### src/rtl/mips_rf_pkg.sv
// Shared defaults and types for the MIPS register file with pending scoreboard.
package mips_rf_pkg;

    localparam int DATA_W_DEF = 32;
    localparam int ADDR_W_DEF = 5;
    localparam int unsigned REG_ZERO = 0;

    typedef enum logic {
        RF_INIT,
        RF_RUN
    } rf_state_t;

endpackage

### src/rtl/rf_pend_tracker.sv
// Per-register pending bits: set by issue, cleared by writeback, set wins on collision.
module rf_pend_tracker
    import mips_rf_pkg::*;
#(
    parameter int ADDR_W   = ADDR_W_DEF,
    parameter bit ZERO_REG = 1'b1
) (
    input  logic              clk,
    input  logic              rst,
    input  logic              set,
    input  logic [ADDR_W-1:0] set_addr,
    input  logic              clr,
    input  logic [ADDR_W-1:0] clr_addr,
    input  logic [ADDR_W-1:0] a_addr,
    output logic              a_pend,
    input  logic [ADDR_W-1:0] b_addr,
    output logic              b_pend
);

    localparam int DEPTH = 1 << ADDR_W;

    logic [DEPTH-1:0] pend;
    logic [DEPTH-1:0] pend_next;
    logic             set_ok;

    assign set_ok = set && !(ZERO_REG && (set_addr == ADDR_W'(REG_ZERO)));

    // Set is applied after clear so a new producer supersedes the writeback.
    always_comb begin
        pend_next = pend;
        if (clr)
            pend_next[clr_addr] = 1'b0;
        if (set_ok)
            pend_next[set_addr] = 1'b1;
    end

    always_ff @(posedge clk) begin
        if (rst)
            pend <= '0;
        else
            pend <= pend_next;
    end

    assign a_pend = pend[a_addr] && !(clr && (clr_addr == a_addr));
    assign b_pend = pend[b_addr] && !(clr && (clr_addr == b_addr));

endmodule

### src/rtl/mips_regfile_sb.sv
// MIPS register file: 2 async read ports, 1 write port with bypass, clear sweep, pending scoreboard.
module mips_regfile_sb
    import mips_rf_pkg::*;
#(
    parameter int DATA_W   = DATA_W_DEF,
    parameter int ADDR_W   = ADDR_W_DEF,
    parameter bit ZERO_REG = 1'b1
) (
    input  logic              clk,
    input  logic              rst,
    output logic              ready,
    input  logic [ADDR_W-1:0] rs_addr,
    output logic [DATA_W-1:0] rs_data,
    output logic              rs_pend,
    input  logic [ADDR_W-1:0] rt_addr,
    output logic [DATA_W-1:0] rt_data,
    output logic              rt_pend,
    input  logic              we,
    input  logic [ADDR_W-1:0] wr_addr,
    input  logic [DATA_W-1:0] wr_data,
    input  logic              pend_set,
    input  logic [ADDR_W-1:0] pend_addr
);

    localparam int DEPTH = 1 << ADDR_W;

    rf_state_t         state, state_next;
    logic [ADDR_W-1:0] idx, idx_next;
    logic [DATA_W-1:0] rf [DEPTH];
    logic              wr_ok;
    logic              a_pend, b_pend;

    always_ff @(posedge clk) begin
        if (rst) begin
            state <= RF_INIT;
            idx   <= '0;
        end else begin
            state <= state_next;
            idx   <= idx_next;
        end
    end

    always_comb begin
        state_next = state;
        idx_next   = idx;
        if (state == RF_INIT) begin
            idx_next = idx + ADDR_W'(1);
            if (idx == ADDR_W'(DEPTH - 1))
                state_next = RF_RUN;
        end
    end

    assign ready = (state == RF_RUN);
    assign wr_ok = ready && we && !(ZERO_REG && (wr_addr == ADDR_W'(REG_ZERO)));

    // The array has no reset; contents hold across a reset edge and are cleared by the sweep.
    always_ff @(posedge clk) begin
        if (!rst) begin
            if (state == RF_INIT)
                rf[idx] <= '0;
            else if (wr_ok)
                rf[wr_addr] <= wr_data;
        end
    end

    always_comb begin
        rs_data = '0;
        if (ready && !(ZERO_REG && (rs_addr == ADDR_W'(REG_ZERO)))) begin
            if (we && (wr_addr == rs_addr))
                rs_data = wr_data;
            else
                rs_data = rf[rs_addr];
        end
    end

    always_comb begin
        rt_data = '0;
        if (ready && !(ZERO_REG && (rt_addr == ADDR_W'(REG_ZERO)))) begin
            if (we && (wr_addr == rt_addr))
                rt_data = wr_data;
            else
                rt_data = rf[rt_addr];
        end
    end

    rf_pend_tracker #(
        .ADDR_W   (ADDR_W),
        .ZERO_REG (ZERO_REG)
    ) u_pend (
        .clk      (clk),
        .rst      (rst),
        .set      (ready && pend_set),
        .set_addr (pend_addr),
        .clr      (ready && we),
        .clr_addr (wr_addr),
        .a_addr   (rs_addr),
        .a_pend   (a_pend),
        .b_addr   (rt_addr),
        .b_pend   (b_pend)
    );

    assign rs_pend = ready && a_pend;
    assign rt_pend = ready && b_pend;

endmodule

### config.mk
export PLATFORM = sky130hd
export DESIGN_NAME = mips_regfile_sb
export DESIGN_NICKNAME = d
export VERILOG_FILES = /design/src/rtl/mips_rf_pkg.sv /design/src/rtl/rf_pend_tracker.sv /design/src/rtl/mips_regfile_sb.sv
export SDC_FILE = /design/constraint.sdc
export NUM_CORES = 1
export LEC_CHECK = 0
export BUFFER_PORTS_ARGS = -buffer_cell sky130_fd_sc_hd__clkbuf_2
export CORE_MARGIN = 3
export CORE_UTILIZATION = 55
export CTS_CLUSTER_SIZE = 30
export DETAILED_ROUTE_END_ITERATION = 12
export GPL_ROUTABILITY_DRIVEN = 0
export PLACE_DENSITY = 0.74
export SLEW_MARGIN = 20
export SYNTH_ARGS = -nofsm -noshare
export SYNTH_HDL_FRONTEND = slang
export SYNTH_SLANG_ARGS = --single-unit
### constraint.sdc
create_clock -name clk -period 2.9 [get_ports clk]
set_input_delay 0.145 -clock clk [delete_from_list [all_inputs] [get_ports clk]]
set_output_delay 0.145 -clock clk [all_outputs]
set_load 0.005 [all_outputs]
# Word level (Yosys, flattened, before mapping)
# Memory sizes are Yosys's and may differ from the RTL's.
# Index checks and enable logic that the tools add are counted.
dict set report word_totals {
  register_bits 38
  mem_bits_rw 1024
  word_cells 70
  memories 1
}
dict set report classes {
  n_addsub 1
  order_cmp 6
  eq_ne 3
  muxes 26
  bitwise 3
  reduce_logical 27
}
# name depth width rd rd_ports_with_merged_regs write_ports line_no
set memory_table {}
lappend memory_table {rf 32 32 2 0 1 mips_regfile_sb.sv:29} ;# logic [DATA_W-1:0] rf [DEPTH];
# cell count
set ops {}
lappend ops {{$mux W32} 7}
lappend ops {{$and A32 B32 Y32} 1}
lappend ops {{$not A32 Y32} 1}
lappend ops {{$or A32 B32 Y32} 1}
lappend ops {{$reduce_or A32 Y1} 1}
lappend ops {{$lt A5 B6 Y1 const B} 4}
lappend ops {{$logic_not A5 Y1} 4}
lappend ops {{$logic_and A1 B1 Y1} 16}
lappend ops {{$mux W1} 14}
lappend ops {{$bmux W1 S5} 2}
lappend ops {{$demux W1 S5} 2}
lappend ops {{$eq A5 B5 Y1} 2}
lappend ops {{$ge A5 B1 Y1 const B} 2}
lappend ops {{$logic_not A1 Y1} 6}
lappend ops {{$add A5 B1 Y5 const B} 1}
lappend ops {{$eq A5 B5 Y1 const B} 1}
lappend ops {{$mux W5} 1}

# Logic depth before layout (Yosys ltp)
# Gate-level depths: netlist of the first run.
dict set report depth {
  ltp_word 9
  ltp_mapped 9
}

# By module
# A second synthesis of the first run with hierarchy kept.
dict set report unflattened {
  cells_unflattened 3010
  hier_area_um2 51119.0
}
# mod instances cells_per_inst area_per_inst_um2
set modules_own_cells {}
lappend modules_own_cells {mips_regfile_sb 1 2779 49084.6}
lappend modules_own_cells {rf_pend_tracker 1 231 2034.5}

# Worst setup path after synthesis of the first run
# Ideal clock, no wire load.
dict set report synth_path {
  kind {input port to flip-flop}
  start {in we}
  end {mem rf[5][0] (netlist name), enable pin}
  setup_time_ns 0.421
  arrival_time_ns 2.772
  slack_ns -0.293
  stages 7
  n_path_buf 2
  cell_sequence {clkbuf_1 -> nand2_1 -> a211oi_1 -> buf_2 -> mux2i_1 -> nand2_1 -> nor2_1}
}
dict set report synth_via {
  elab_chain_len 8
}
# element line_no
set synth_lines {}
lappend synth_lines {{start: declaration} mips_regfile_sb.sv:18} ;# input logic we,
lappend synth_lines {{$logic_and A1 B1 Y1 * (2 in series)} mips_regfile_sb.sv:54} ;# assign wr_ok = ready && we && !(ZERO_REG && (wr_addr == ADDR_W'(REG_ZERO)));
lappend synth_lines {{$mux W1 *} mips_regfile_sb.sv:61} ;# else if (wr_ok)
lappend synth_lines {{$mux W1 *} mips_regfile_sb.sv:59} ;# if (state == RF_INIT)
lappend synth_lines {{$mux W1 *} mips_regfile_sb.sv:58} ;# if (!rst) begin
lappend synth_lines {{$mux W1 (not written as such) *} mips_regfile_sb.sv:62} ;# rf[wr_addr] <= wr_data;
lappend synth_lines {{$reduce_or A32 Y1 (no source line)} --}
lappend synth_lines {{$mux W5 (no source line) / $mux W1 (equally long branches)} --}
lappend synth_lines {{end: declaration} mips_regfile_sb.sv:29}
# Mark *: on every way between the ends. The rest lies on a longest branch, timed or not.

==> flow_summary.yaml, run 1 <==
outcome:
  status: "finished clean"
pwr:
  leakage_uw: 0.02056
  finalPower_uw: 32940
  p_per_area_mw_per_mm2: 566.0
  ir_drop_v: 0.0005050
layout:
  final_nets: 3260
  n_antenna_cell: 0
  fin_cells: 4459
  syn2layout_area_growth_pct: 14.37
  drive_gt1_share_pct: 30.06
global_routing:
  grt_max_degree: 93
  antenna_found_initial: 3
  grt_pass1_wl_um: 229500
  grt_overflow: 0
  grt_pass1_vias: 33950
  grt_usage_pct: 33.15
routing:
  first_pass_iters: 6
  vias: 33560
  via_per_inst: 7.526
  detail-route-antenna-nets: 0
  drt_iter0_drc: 5213
  wire_per_inst_um: 35.59
  finalWirelength_um: 158700
  drc: 0
setup_path:
  startpoint_type: "flop"
  crit_type: "reg2out"
  crit_required_ns: 2.76
  cp_max_fo: 2
  cp-end-kind: "output port"
  cp.arrival_ns: 2.69
cts:
  clockBufferDepth: 3
  clock_sinks: 1062
  clock_latency_ns: 0.69
  cts_buffers: 105
  htree_levels: 3
  cts_tree: "yes"
  root_buffer: "clkbuf_16"
  clk_pin_slew_ns: 0.06
timing:
  fin_crit_sh_pct: 97.72
  period_needed_ns: 2.834
  clock.fmax_mhz: 352.9
  rsz0062_at_grt: "no"
  finalSetupTns_ns: 0
  maxSlewHeadroom_pct: 25.67
  skew_ns: 0.02961
  slew_violations: 0
  setup_violations: 0
  hold_violations: 0
  tightest_slew_ns: 1.110
die:
  dieArea_mm2: 0.09621
  initial_core_util_pct: 56.02
  rows: 110
  dieHeight_um: 310.2
  die_w_um: 310.2
  io_pins: 123
  coreArea_mm2: 0.09084
logic_synthesis:
  synth_cell_type_count: 62
  synth_most_common_cell: "edfxtp_1"
  syn_inst: 2987
  synth_enable_flop_cells: 1024
  synthTopCellsByArea: "edfxtp_1 (60%), mux4_2 (16%), mux2i_1 (5.2%), a221oi_1 (2.2%), dfxtp_1 (1.5%)"
  synth_nets: 3045
  async_flop_share_pct: 0
  syn_avg_cell_area_um2: 17.04
  ys_seq_area_share_pct: 61.92
  post-synth-top-area-cell: "edfxtp_1"
  synth_top_area_share_pct: 60.43
  ys.flop_type: "edfxtp_1"
  ys_top_cells_by_count: "edfxtp_1 (1024), mux4_2 (366), mux2i_1 (264), a221oi_1 (125), nor2_1 (119)"
  netlist_area_mm2: 0.05089
  yosysWarnings: 0
  synth_seq_cells: 1062
flow_run:
  drv_cap: 0
placed_design:
  port_buffers: 122
  post-place-cells: 4251
  hpwl_um: 94600
hold_path:
  hp-class: "in2reg"
where the power goes:
part	leakage (uW)	switching, uW	internal [uW]	total (uW)
Sequential	0.0111	47.0	16700	16700
Clock	0.00169	5780	8090	13900
Combinational	0.00782	1400	960	2360
layout make-up:
type                       instances  area, um^2
timing repair buffer             360        3463
multi-input combinational       1665       18240
sequential                      1062       31510
clock buffer                     135        2814
fill                            6045       32640
tap                             1176        1471
inverter                           8       31.28
clock inverter                    53       664.4
cell usage in the layout, fill, tap and decap left out, drive strengths merged, types with 2 or more instances in the layout:
master / Yosys / layout
xor2: 6 / 6
edfxtp: 1024 / 1024
and3: 4 / 4
nand3b: 5 / 5
a21oi: 98 / 98
clkinvlp: 0 / 5
a221oi: 126 / 126
nor3: 9 / 9
nand2: 91 / 91
nor2: 120 / 120
dfxtp: 38 / 38
bufinv: 0 / 14
and2: 32 / 32
o221ai: 31 / 31
a221o: 62 / 62
buf: 157 / 231
mux2i: 264 / 264
xnor2: 6 / 6
nor3b: 6 / 6
clkbuf: 95 / 251
nand2b: 2 / 2
o21ai: 126 / 126
and3b: 3 / 3
nor4: 3 / 3
mux2: 64 / 64
nand3: 47 / 47
mux4: 372 / 372
nor2b: 37 / 37
inv: 8 / 11
clkinv: 0 / 31
a22oi: 97 / 97
o311ai: 31 / 31
or2: 2 / 2
a31oi: 3 / 3
ha: 2 / 2
dlygate4sd3: 0 / 13
nor4b: 2 / 2
a2111oi: 2 / 2
sequential cells by signal, summed over array words and instances, names as in the netlist:
signal / flops
idx: 5
rf: 1024
u_pend.pend: 32
ready: 1
path summary, 6_finish.rpt:
| kind | start | endpoint | slack [ns] | cells past startpoint |
|---|---|---|---|---|
| worst max-delay path | rf[4][22] | rt_data[22] | 0.07 | 5 |
| worst min-delay path | pend_set | u_pend.pend[12] | 0.05 | 6 |
| worst max register to register | ready | rf[17][27] | 0.18 | 5 |
| worst min register to register | u_pend.pend[24] | u_pend.pend[24] | 0.50 | 2 |
routing by layer:
metal,up-vias,track usage (%),share of wire [%]
li1,13080,-,-
met1,16970,43.02,34
met2,2867,50.72,46
met3,648,8.944,13
met4,2,19.80,6.9
met5,-,0,0.0082
critical path: stages, from the launching register on:
cell and delay, ns:
edfxtp_1 0.37, mux4_2 0.25, nor2_1 0.04, o311ai_0 0.84, a221o_1 0.36, clkbuf_2 0.15
timing repair:
item / CTS / global route
pin swaps: 2 / 1
hold buffers: 13 / 0
setup buffers: 4 / 3
endpoints found under the setup margin: 51 / 12
resized for setup: 1 / 1
hold endpoints to repair: 53 / 0
cell families after synthesis:
family                   synth area share (%)
AO/OA/AOI/OAI                           8.350
multiplexers                            23.12
adder cells (fa/ha/maj)               0.04917
XOR/XNOR                               0.2213
flip-flops                              61.92
buffers and inverters                   2.899
AND/OR/NAND/NOR                         3.440
per-stage QoR:
stage | setup slack, ns | util, % | hold WS [ns] | area [um^2]
after CTS | 0.03814 | 64.02 | 0.003915 | 58160
after floorplan | -0.2933 | - | 0.3443 | 50920
after detailed placement | 0.2196 | 60.01 | 0.4836 | 54510
after global placement | 0.2186 | 60.00 | 0.4717 | 54500
after global routing | 0.009928 | 64.07 | 0.06320 | 58200
final | 0.06611 | 64.07 | 0.05465 | 58200
(Power assumes the default switching activity.)
==> run 2, diff against run 1 <==
==> constraint.sdc (replaced) <==
create_clock -name clk -period 2.9 [get_ports clk]
set_input_delay 0.145 -clock clk [delete_from_list [all_inputs] [get_ports clk]]
set_output_delay 0.145 -clock clk [all_outputs]
set_load 0.05 [all_outputs]
==> flow_summary.yaml, run 2 (same netlist as run 1, synthesis figures left out) <==
outcome:
  status: "finished clean"
pwr:
  finalPower_uw: 32430
  ir_drop_v: 0.0005616
  leakage_uw: 0.02074
  p_per_area_mw_per_mm2: 550.2
timing:
  maxSlewHeadroom_pct: 27.70
  fin_crit_sh_pct: 99.69
  clock.fmax_mhz: 345.9
  tightest_slew_ns: 1.079
  worst_slack_ns: 0.009073
  setup_violations: 0
  skew_ns: 0.02399
  period_needed_ns: 2.891
  rsz0062_at_grt: "no"
  slew_violations: 0
  worst_hold_slack_ns: 0.07863
  hold_violations: 0
layout:
  final_nets: 3261
  top_regs: "rf x1024, u_pend.pend x32, idx x5"
  drive_gt1_share_pct: 30.13
  largest_reg_flops: 1024
  layout_common_cells: "edfxtp_1 (1024), mux4_2 (366), mux2i_1 (264), buf_4 (154), buf_12 (137)"
  syn2layout_area_growth_pct: 15.84
  regMostFlops: "rf"
  nFillCells: 5991
  n_antenna_cell: 0
  final_common_cell: "edfxtp_1"
  utilization_pct: 64.89
  final_area_mm2: 0.05895
placed_design:
  hpwl_um: 92580
  port_buffers: 122
  preCtsSetupSlack_ns: 0.1228
  dpl_cell_area_mm2: 0.05549
routing:
  drt_iter0_drc: 4945
  finalWirelength_um: 158000
  first_pass_iters: 6
  vias: 33660
  drc: 0
  wire_per_inst_um: 35.42
  via_per_inst: 7.543
  detail-route-antenna-nets: 0
cts:
  clock_sinks: 1062
  cts_buffers: 104
  cts_tree: "yes"
  htree_levels: 3
  root_buffer: "clkbuf_16"
  clock_latency_ns: 0.67
  clk_pin_slew_ns: 0.06
  cts_setup_buffers: 0
  clockBufferDepth: 3
setup_path:
  cp_max_fo: 20
  crit_type: "reg2out"
  cp-end-kind: "output port"
  crit_required_ns: 2.76
  startpoint_type: "flop"
  cp.arrival_ns: 2.75
global_routing:
  grt_usage_pct: 32.78
  grt_overflow: 0
  grt_pass1_wl_um: 227800
  grt_pass1_vias: 33940
  grt_max_degree: 74
  antenna_found_initial: 2
die:
  die_w_um: 310.2
  coreArea_mm2: 0.09084
  dieHeight_um: 310.2
  io_pins: 123
  dieArea_mm2: 0.09621
  initial_core_util_pct: 56.02
  rows: 110
flow_run:
  drv_cap: 0
hold_path:
  hp-class: "in2reg"
-- run 2: final timing paths --
check	from	to	slack [ns]	cells past startpoint
max	ready	rt_data[10]	0.009	6
min	wr_data[18]	rf[20][18]	0.08	2
max reg2reg	ready	rf[17][8]	0.25	5
min reg2reg	u_pend.pend[18]	u_pend.pend[18]	0.49	2
-- run 2: worst max-delay path, cell delays in order, from the launching register on --
cell,delay [ns]
dfxtp_1,0.44
nand2_1,0.15
buf_4,0.18
nor2b_4,0.49
buf_12,0.29
a221o_1,0.34
buf_12,0.18
-- run 2: cell type report --
class	count	area (um^2)	share of cell area [%]
flip-flops and latches	1062	31510	53.45
multi-input cells	1665	18260	30.98
repair buffers	362	4345	7.372
clock buffers	123	2716	4.608
well taps	1176	1471	2.496
clock inverters	66	613.1	1.040
inverters	8	31.28	0.05306
-- run 2: through the flow --
step / std cells / TNS [ns]
2_1_floorplan: 2987 / -127.71
4_1_cts: 4461 / -0.006695
3_3_place_gp: 4263 / 0
3_5_place_dp: 4264 / 0
6_report: 4462 / 0
5_1_grt: 4462 / 0
-- run 2: report_power, final --
part | leakage (uW) | internal [uW] | switching [uW]
clock network | 0.00163 | 7640 | 5730
registers | 0.0111 | 16700 | 45.4
logic | 0.00805 | 970 | 1390
-- run 2: repair_timing --
action                                  in CTS  in global routing
hold buffers                                 8                  1
endpoints found under the setup margin      22                  8
gates resized for setup                      2                  7
gates cloned                                 0                  0
hold endpoints to repair                    33                  2
-- run 2: routing by layer --
layer	track usage [%]	routed length (um)	part of all wire, %
met3	7.542	19810	13
met2	52.13	75010	47
met1	42.34	53110	34
met5	0	0	0
met4	17.90	10100	6.4
